$ cat src/rtl/lock_pkg.sv
// Shared types and defaults for the keypad lock response controller.
// States, default cycle counts, and the fail-counter width.
package lock_pkg;

    typedef enum logic [1:0] {
        IDLE    = 2'd0,
        UNLOCK  = 2'd1,
        ALARM   = 2'd2,
        LOCKOUT = 2'd3
    } lock_state_t;

    localparam int DEF_UNLOCK_CYCLES  = 50;
    localparam int DEF_ALARM_CYCLES   = 20;
    localparam int DEF_LOCKOUT_CYCLES = 200;
    localparam int DEF_MAX_FAILS      = 3;
    localparam int DEF_CNT_W          = 8;
    localparam int FAIL_W             = 4;

    // Increment that holds at max instead of wrapping.
    function automatic logic [FAIL_W-1:0] sat_inc(input logic [FAIL_W-1:0] v,
                                                  input int unsigned max);
        if (v >= FAIL_W'(max))
            return v;
        return v + FAIL_W'(1);
    endfunction

endpackage

$ cat src/rtl/lock_timer.sv
// Loadable down-counter shared by the timed states; holds at zero.
module lock_timer #(
    parameter int CNT_W = 8
) (
    input  logic             clk,
    input  logic             rst,
    input  logic             load,
    input  logic [CNT_W-1:0] load_val,
    output logic             zero
);

    logic [CNT_W-1:0] count;

    always_ff @(posedge clk) begin
        if (rst)
            count <= '0;
        else if (load)
            count <= load_val;
        else if (count != '0)
            count <= count - CNT_W'(1);
    end

    assign zero = (count == '0);

endmodule

$ cat src/rtl/lock_response_ctrl.sv
// Samples the code checker verdict on each enter press and drives the door
// unlock / buzzer, with a timed lockout after too many consecutive rejects.
module lock_response_ctrl
    import lock_pkg::*;
#(
    parameter int UNLOCK_CYCLES  = DEF_UNLOCK_CYCLES,
    parameter int ALARM_CYCLES   = DEF_ALARM_CYCLES,
    parameter int LOCKOUT_CYCLES = DEF_LOCKOUT_CYCLES,
    parameter int MAX_FAILS      = DEF_MAX_FAILS,
    parameter int CNT_W          = DEF_CNT_W
) (
    input  logic              clk,
    input  logic              rst,
    input  logic              correct_signal,
    input  logic              alarm,
    input  logic              enter,
    output logic              unlock,
    output logic              buzzer,
    output logic              locked_out,
    output logic [FAIL_W-1:0] fail_count
);

    lock_state_t       state, state_nxt;
    logic [FAIL_W-1:0] fail_q, fail_nxt;
    logic              enter_q;
    logic              submit;
    logic              accept;
    logic              last_fail;
    logic              tmr_load;
    logic [CNT_W-1:0]  tmr_val;
    logic              tmr_zero;

    // Edge tracking runs in every state so a press begun while busy never fires later.
    assign submit    = enter & ~enter_q;
    assign accept    = correct_signal & ~alarm;
    assign last_fail = ({1'b0, fail_q} + (FAIL_W+1)'(1)) == (FAIL_W+1)'(MAX_FAILS);

    lock_timer #(
        .CNT_W(CNT_W)
    ) u_timer (
        .clk      (clk),
        .rst      (rst),
        .load     (tmr_load),
        .load_val (tmr_val),
        .zero     (tmr_zero)
    );

    always_ff @(posedge clk) begin
        if (rst) begin
            state   <= IDLE;
            fail_q  <= '0;
            enter_q <= 1'b0;
        end else begin
            state   <= state_nxt;
            fail_q  <= fail_nxt;
            enter_q <= enter;
        end
    end

    always_comb begin
        state_nxt = state;
        fail_nxt  = fail_q;
        tmr_load  = 1'b0;
        tmr_val   = '0;
        case (state)
            IDLE: begin
                if (submit) begin
                    tmr_load = 1'b1;
                    if (accept) begin
                        state_nxt = UNLOCK;
                        tmr_val   = CNT_W'(UNLOCK_CYCLES - 1);
                        fail_nxt  = '0;
                    end else if (last_fail) begin
                        state_nxt = LOCKOUT;
                        tmr_val   = CNT_W'(LOCKOUT_CYCLES - 1);
                        fail_nxt  = sat_inc(fail_q, MAX_FAILS);
                    end else begin
                        state_nxt = ALARM;
                        tmr_val   = CNT_W'(ALARM_CYCLES - 1);
                        fail_nxt  = sat_inc(fail_q, MAX_FAILS);
                    end
                end
            end
            UNLOCK, ALARM: begin
                if (tmr_zero)
                    state_nxt = IDLE;
            end
            LOCKOUT: begin
                if (tmr_zero) begin
                    state_nxt = IDLE;
                    fail_nxt  = '0;
                end
            end
            default: state_nxt = IDLE;
        endcase
    end

    // Outputs depend only on registered state.
    always_comb begin
        unlock     = 1'b0;
        buzzer     = 1'b0;
        locked_out = 1'b0;
        case (state)
            UNLOCK:  unlock = 1'b1;
            ALARM:   buzzer = 1'b1;
            LOCKOUT: begin
                buzzer     = 1'b1;
                locked_out = 1'b1;
            end
            default: ;
        endcase
    end

    assign fail_count = fail_q;

endmodule
$ cat config.mk
export PLATFORM = sky130hd
export DESIGN_NAME = lock_response_ctrl
export DESIGN_NICKNAME = d
export VERILOG_FILES = /design/src/rtl/lock_pkg.sv /design/src/rtl/lock_timer.sv /design/src/rtl/lock_response_ctrl.sv
export SDC_FILE = /design/constraint.sdc
export NUM_CORES = 1
export LEC_CHECK = 0
export CAP_MARGIN = 20
export CORE_UTILIZATION = 50
export CTS_BUF_LIST = sky130_fd_sc_hd__clkbuf_4 sky130_fd_sc_hd__clkbuf_8
export DETAILED_ROUTE_END_ITERATION = 10
export PLACE_DENSITY = 0.86
export SETUP_SLACK_MARGIN = 0.5
export SLEW_MARGIN = 20
export SYNTH_ARGS = -nofsm -noshare
export SYNTH_HDL_FRONTEND = slang
export SYNTH_SLANG_ARGS = --single-unit
$ cat constraint.sdc
create_clock -name clk -period 1.6 [get_ports clk]
set_input_delay 0.32 -clock clk [delete_from_list [all_inputs] [get_ports clk]]
set_output_delay 0.32 -clock clk [all_outputs]
set_load 0.01 [all_outputs]
==> results of run 1 <==
cell families after synthesis:
group                    after synthesis  share of synthesized area (%)
XOR/XNOR                               4                           4.00
flip-flops                            15                           34.3
buffers and inverters                  8                           3.86
multiplexers                           3                           3.43
AND/OR/NAND/NOR                       39                           26.0
adder cells (fa/ha/maj)                9                           12.9
AO/OA/AOI/OAI                         21                           15.6
synth_stat cells:
master / n / share of area (%)
nor4_1: 3 / 2.1
buf_4: 1 / 0.86
or3_1: 1 / 0.71
and2_1: 3 / 2.1
or3b_2: 1 / 1.0
xor2_1: 2 / 2.0
a21oi_1: 9 / 5.1
o32ai_1: 1 / 1.0
ha_1: 9 / 13
dfxtp_1: 15 / 34
nor3b_1: 3 / 2.6
inv_1: 7 / 3.0
and2b_2: 1 / 1.0
or4_1: 4 / 3.4
o31ai_1: 2 / 1.7
or2_2: 2 / 1.4
nand2_1: 7 / 3.0
nor2b_1: 2 / 1.4
and3_1: 1 / 0.71
nor3_1: 2 / 1.1
nor2_1: 4 / 1.7
a311oi_1: 2 / 2.0
nand3b_1: 1 / 0.86
a31o_2: 1 / 1.0
a22o_1: 1 / 1.0
xnor2_1: 2 / 2.0
a2111oi_0: 1 / 1.0
nand4_1: 2 / 1.4
mux2i_1: 3 / 3.4
nand3_1: 1 / 0.57
nand2b_1: 1 / 0.71
a41oi_1: 1 / 1.0
o21ai_0: 3 / 1.7
what timing repair did:
item,in CTS
pin swaps,11
hold buffers,0
endpoints found under the setup margin,21
buffers inserted,12
resized for setup,68
through the flow:
step / area, sq um / std cells / setup WS, ns / TNS, ns
floorplan: 947 / 99 / 0.0584 / 0
global placement: 1190 / 141 / -0.199 / -0.777
detailed placement: 1190 / 141 / -0.250 / -1.10
CTS: 1480 / 157 / 0.00848 / 0
==> results.cfg, run 1 <==
[status]
status = aborted with a tool error
failed_stage = global routing (5_1_grt)
tool.error = [ERROR DPL-0038] Utilization greater than 100%, impossible to legalize

[die]
die_w_um = 43.9
ios = 12
rows = 14
die_h_um = 43.9
start_util_pct = 55.6

[placement]
dp_hpwl_um = 1680
io_buffers = 11
finalWeightedCongestion = 0.849

[synth]
syn_area_sq_um = 876
ys_ff_latch = 15
syn_avg_cell_area_sq_um = 8.85
yosys_warnings = 0
synth_cells = 99
syn_nets = 113
synth_seq_area_share_pct = 34.3
synth_cell_type_count = 33

[cts]
clock_path_buffers = 2
cts_buffers = 3
cts_root_buffer = clkbuf_4
cts.sinks = 15
cts_max_level = 1

[global_routing]
grt_max_degree = 9

[timing]
postGrtWorstEndpoint = fail_count[3]$_SDFFE_PP0P_/D
endpoint_type = register data pin
==> run 2, diff against run 1 <==
--- a/config.mk
+++ b/config.mk
@@ -6,11 +6,10 @@
 export NUM_CORES = 1
 export LEC_CHECK = 0
 export CAP_MARGIN = 20
-export CORE_UTILIZATION = 50
-export CTS_BUF_LIST = sky130_fd_sc_hd__clkbuf_4 sky130_fd_sc_hd__clkbuf_8
+export CORE_AREA = 2 2 63 65
 export DETAILED_ROUTE_END_ITERATION = 10
-export PLACE_DENSITY = 0.86
-export SETUP_SLACK_MARGIN = 0.5
+export DIE_AREA = 0 0 65 67
+export PLACE_DENSITY_LB_ADDON = 0.15
 export SLEW_MARGIN = 20
 export SYNTH_ARGS = -nofsm -noshare
 export SYNTH_HDL_FRONTEND = slang
==> constraint.sdc (replaced) <==
create_clock -name clk -period 2.1 [get_ports clk]
set_input_delay 0.42 -clock clk [delete_from_list [all_inputs] [get_ports clk]]
set_output_delay 0.42 -clock clk [all_outputs]
set_load 0.01 [all_outputs]
==> run 2 against run 1 <==
Net effect:
- the flow now finishes without violations
- synthesized cell count did not move
- area after synthesis stayed put
==> results.cfg, run 2 <==
[finish]
multiInputGateArea_sq_um = 542
final_cell_mix = 15 x dfxtp_1, 10 x clkdlybuf4s50_1, 9 x a21oi_1, 9 x ha_1
diodes = 0
finalNonFillerCells = 167
largest_reg_flops = 8
seq_area_sq_um = 300
drive_above_1_share_pct = 11.8
fill_cells = 383
mostFrequentLayoutCell = dfxtp_1
syn_to_final_growth_pct = 29.1
fin_nets = 134
top_register = u_timer.count

[cts]
clkTransAtPathRegs_ns = 0.06
cts_max_level = 1
cts.sinks = 15
clk_latency_ns = 0.24
clock_path_buffers = 2
post_cts_buffers = 0
cts_buffers = 3
cts_root_buffer = clkbuf_8
cts_tree = done

[die]
start_util_pct = 24.3
die_w_um = 65
die_area_sq_um = 4360
rows = 22
ios = 12
die_h_um = 67
core_sq_um = 3610

[status]
status = complete, no violations

[route]
dr.pass1.iters = 4
viasPerCell = 4.59
route.detailed.drc = 0
avgRoutedWirePerCell_um = 12.2
route.vias.total = 767
postRouteAntennaNets = 0
drt-initial-drc-count = 8
wl_um = 2050

[critical_path]
worst_ep_required_time_ns = 1.68
crit_family = buffers and inverters
worst-path-buf-inv = 1
endpoint_kind = output port
slowest_stage = clkdlybuf4s50_1
crit_chain = ha_1 -> clkdlybuf4s50_1
worstPathMaxFanout = 6
criticalPathCategory = flop to output port
cp.arrival_ns = 1.44
worst_setup_path_start_kind = flop
crit_path_max_incr_delay_ns = 0.57

[timing]
period_share_pct = 88.7
finalHoldViolations = 0
fin_setup_tns_ns = 0
finClkSkew_ns = 0.00179
worstMarginPinSlew_ns = 0.613
final.min_clock_period_ns = 1.86
rsz0062_at_grt = false
max_slew_margin_pct = 59.1
max_freq_ghz = 0.537
setup_viol = 0
drv_slew = 0

[run]
max-cap-violations = 0

[global_routing]
grt_pass1_vias = 745
grt_usage_pct = 10.1
grt_pass1_wl_um = 3360
antenna_found_initial = 0
gr-total-overflow = 0
grt_max_degree = 9

[synth]
synth_seq_area_share_pct = 34.3
synth_top_area_share_pct = 34.3
synth_most_common_cell = dfxtp_1
synth_cell_type_count = 33
syn_nets = 113
synth_mux_area_share_pct = 3.43
synth-simple-area-share_pct = 26.0
synth_top_family_by_area = simple AND/OR/NAND/NOR gates
yosys.area.top_type = dfxtp_1
async_flop_share_pct = 0
synth_edf_count = 0
synth_cells = 99
synthFlopType = dfxtp_1
synth_compound_area_share_pct = 15.6
synth_xor_area_share_pct = 4.00
yosys_warnings = 0
netlist_top_cells_count = 15 x dfxtp_1, 9 x a21oi_1, 9 x ha_1
syn_area_sq_um = 876
syn_avg_cell_area_sq_um = 8.85
synthAdderAreaFrac_pct = 12.9
ys_ff_latch = 15
synthTopCellsByArea = dfxtp_1 34%, ha_1 13%, a21oi_1 5.1%, mux2i_1 3.4%, or4_1 3.4%

[power_and_ir_drop]
powerDensity_nw_per_um2 = 1240
intPower_mw = 0.849
switching_share_pct = 39.4
clock_power_share_pct = 16.6
ir_drop_mv = 0.360
power.switching_mw = 0.551
leakage_nw = 0.473
p_seq_share_pct = 33.0
combPwrFrac_pct = 50.4

[placement]
dp.cells = 163
io_buffers = 11
dp_hpwl_um = 1590
finalWeightedCongestion = 0.718

[worst_hold_path]
worstHoldPathType = flop to flop
## run 2: area by class of cell
type / count / area share, %
Clock buffer: 4 / 3.98
Inverter: 7 / 2.32
Multi-Input combinational cell: 76 / 47.9
Sequential cell: 15 / 26.5
Tap cell: 48 / 5.31
Timing Repair Buffer: 17 / 13.9
## run 2: routing by layer
layer	global-route usage, %	part of all wire [%]
met5	0	0
met4	3.99	0.93
met3	2.03	2.6
met2	17.4	47
met1	12.4	50
## run 2: cells by family after synthesis
family                     Yosys count
buffers and inverters                8
xor gates and xnor gates             4
muxes                                3
DFF                                 15
adders and majority gates            9
AOI/OAI and AO/OA                   21
and+or+nand+nor                     39
## run 2: what timing repair did
action                                  4_1_cts  5_1_grt
hold buffers                                  0        0
gates resized for setup                       0        1
endpoints found under the setup margin        0        1
## run 2: final timing paths
kind                    start          endpoint  slack [ns]  depth (start not counted)
max                  state[1]        locked_out        0.24                          2
min             fail_count[3]     fail_count[3]        0.51                          1
max reg2reg  u_timer.count[1]  u_timer.count[3]        0.26                          6
min reg2reg     fail_count[3]     fail_count[3]        0.51                          1
## run 2: power by group through the flow
stage,Combinational (mW),Clock (mW),Sequential (mW)
after floorplan,0.485,0,0.455
after global placement,0.702,0,0.465
after detailed placement,0.702,0,0.467
after CTS,0.709,0.240,0.461
after global routing,0.788,0.251,0.481
final,0.705,0.233,0.462
## run 2: metrics by stage
stage / power (mW) / utilization (%) / hold slack (ns) / area, sq um / worst slack [ns]
2_1_floorplan: 0.940 / - / 0.491 / 876 / 0.423
3_3_place_gp: 1.17 / 30.0 / 0.512 / 1080 / 0.155
3_5_place_dp: 1.17 / 30.0 / 0.500 / 1080 / 0.122
4_1_cts: 1.41 / 31.3 / 0.513 / 1130 / 0.0333
5_1_grt: 1.52 / 31.4 / 0.531 / 1130 / 0.117
6_report: 1.40 / 31.4 / 0.512 / 1130 / 0.237
Note: power is estimated with default switching activity, not from simulation.
==> run 3, diff against run 2 <==
--- a/config.mk
+++ b/config.mk
@@ -9,7 +9,8 @@
 export CORE_AREA = 2 2 63 65
 export DETAILED_ROUTE_END_ITERATION = 10
 export DIE_AREA = 0 0 65 67
-export PLACE_DENSITY_LB_ADDON = 0.15
+export MAX_ROUTING_LAYER = met4
+export PLACE_DENSITY = 0.49
 export SLEW_MARGIN = 20
 export SYNTH_ARGS = -nofsm -noshare
 export SYNTH_HDL_FRONTEND = slang
==> constraint.sdc (replaced) <==
create_clock -name clk -period 1.84 [get_ports clk]
set_input_delay 0.368 -clock clk [delete_from_list [all_inputs] [get_ports clk]]
set_output_delay 0.368 -clock clk [all_outputs]
set_load 0.01 [all_outputs]
==> run 3 against run 2 <==
Net effect:
- sequential share of layout area fell by 1.3 points
- non-clock buffer count rose by 6
- register-to-register slack got worse by 0.16 ns
- die area did not move
- power rose by 21%
- via count rose by 3.9%
- clock power rose by 15%
- first-iteration DRC count fell by 13%
- worst setup slack got worse by 0.15 ns
- clock skew rose by 0.00095 ns
- cell area rose by 5.8%
==> results.cfg, run 3 (synthesis results as in run 2) <==
[die]
die_w_um = 65
ios = 12
rows = 22
die_area_sq_um = 4360
core_sq_um = 3610
die_h_um = 67
start_util_pct = 24.3

[placement]
dp.cells = 169
dp_hpwl_um = 1610
io_buffers = 11
finalWeightedCongestion = 0.726
dpl_cell_area_sq_um = 1130

[route]
route.detailed.drc = 0
avgRoutedWirePerCell_um = 11.6
route.vias.total = 797
wl_um = 2000
dr.pass1.iters = 4
viasPerCell = 4.61
drt-initial-drc-count = 7
postRouteAntennaNets = 0

[finish]
fill_cells = 383
syn_to_final_growth_pct = 36.6
mostFrequentLayoutCell = dfxtp_1
fin_nets = 140
drive_above_1_share_pct = 21.6
final_cell_mix = 14 x dfxtp_1, 12 x buf_4, 9 x a21oi_1, 9 x ha_1, 9 x clkdlybuf4s50_1
top_register = u_timer.count
multiInputGateArea_sq_um = 562
diodes = 0
stdcell_area_sq_um = 1200
finalNonFillerCells = 173
seq_area_sq_um = 302
largest_reg_flops = 8

[timing]
max_slew_margin_pct = 67.5
finClkSkew_ns = 0.00274
fin_setup_tns_ns = 0
period_share_pct = 95.1
setup_viol = 0
finalHoldViolations = 0
max_freq_ghz = 0.571
rsz0062_at_grt = false
final.min_clock_period_ns = 1.75
worstMarginPinSlew_ns = 0.475
drv_slew = 0

[critical_path]
cp.arrival_ns = 1.38
path_depth = 4
crit_path_max_incr_delay_ns = 0.35
criticalPathCategory = flop to output port
worst_ep_required_time_ns = 1.47
r2r_cells = 4
slowest_stage = dfxtp_2
crit_chain = inv_2 -> ha_1 -> or2_2 -> dlygate4sd2_1
worst-path-buf-inv = 2
worstPathMaxFanout = 4
endpoint_kind = output port
worst_setup_path_start_kind = flop
crit_family = flip-flops

[cts]
cts.sinks = 15
cts_buffers = 3
cts_max_level = 1
clk_latency_ns = 0.25
cts_hold_buf = 0
clkTransAtPathRegs_ns = 0.06
post_cts_buffers = 0
cts_tree = done
cts_root_buffer = clkbuf_8
clock_path_buffers = 2

[worst_hold_path]
worstHoldPathType = flop to flop
hold_depth = 1

[status]
status = complete, no violations

[power_and_ir_drop]
powerDensity_nw_per_um2 = 1420
ir_drop_mv = 0.460
leakage_nw = 0.515

[global_routing]
grt_pass1_wl_um = 3420
grt_max_degree = 9
grt_pass1_vias = 796
gr-total-overflow = 0
antenna_found_initial = 0
grt_usage_pct = 10.4

[run]
max-cap-violations = 0
[run 3: worst reg2reg max path: stages (launching register included)]
cell and delay [ns]:
dfxtp_1 0.31, buf_4 0.14, or4_1 0.53, or4_1 0.43, a311oi_2 0.25
[run 3: per-stage QoR]
stage	hold WS, ns	power, mW	worst slack, ns	utilization, %
detailed placement	0.514	1.40	-0.0420	31.3
finish	0.524	1.70	0.0897	33.2
global route	0.554	1.84	0.00691	33.2
floorplan	0.491	1.07	0.163	-
global placement	0.508	1.38	0.000881	31.3
CTS	0.522	1.68	0.00334	32.5
[run 3: report_power, final]
group	internal [mW]	total [mW]	switching (mW)
Sequential	0.425	0.525	0.0999
Clock	0.153	0.269	0.116
Combinational	0.460	0.905	0.445
Total	1.04	1.70	0.661
[run 3: worst paths after layout]
kind	start	end	slack, ns
worst max-delay path	state[0]	buzzer	0.09
worst min-delay path	fail_count[2]	fail_count[2]	0.52
worst max register to register	u_timer.count[0]	u_timer.count[5]	0.10
worst min register to register	fail_count[2]	fail_count[2]	0.52
[run 3: final cells by class]
class	count	area share, %
Multi-Input combinational cell	76	47.0
Tap cell	48	5.02
Sequential cell	15	25.2
Clock buffer	4	3.77
Timing Repair Buffer	23	16.8
Inverter	7	2.20
[run 3: timing repair]
action                     CTS  global route
setup endpoints to repair    2            12
gates resized for setup      2             9
gates cloned                 0             0
[run 3: metal layers]
| metal | global-route usage, % | vias to the layer above | part of all wire (%) |
|---|---|---|---|
| met4 | 3.99 | 0 | 1.4 |
| met5 | - | - | 0 |
| met3 | 1.01 | 4 | 1.4 |
| met1 | 12.5 | 363 | 48 |
| li1 | - | 418 | - |
| met2 | 18.0 | 12 | 49 |
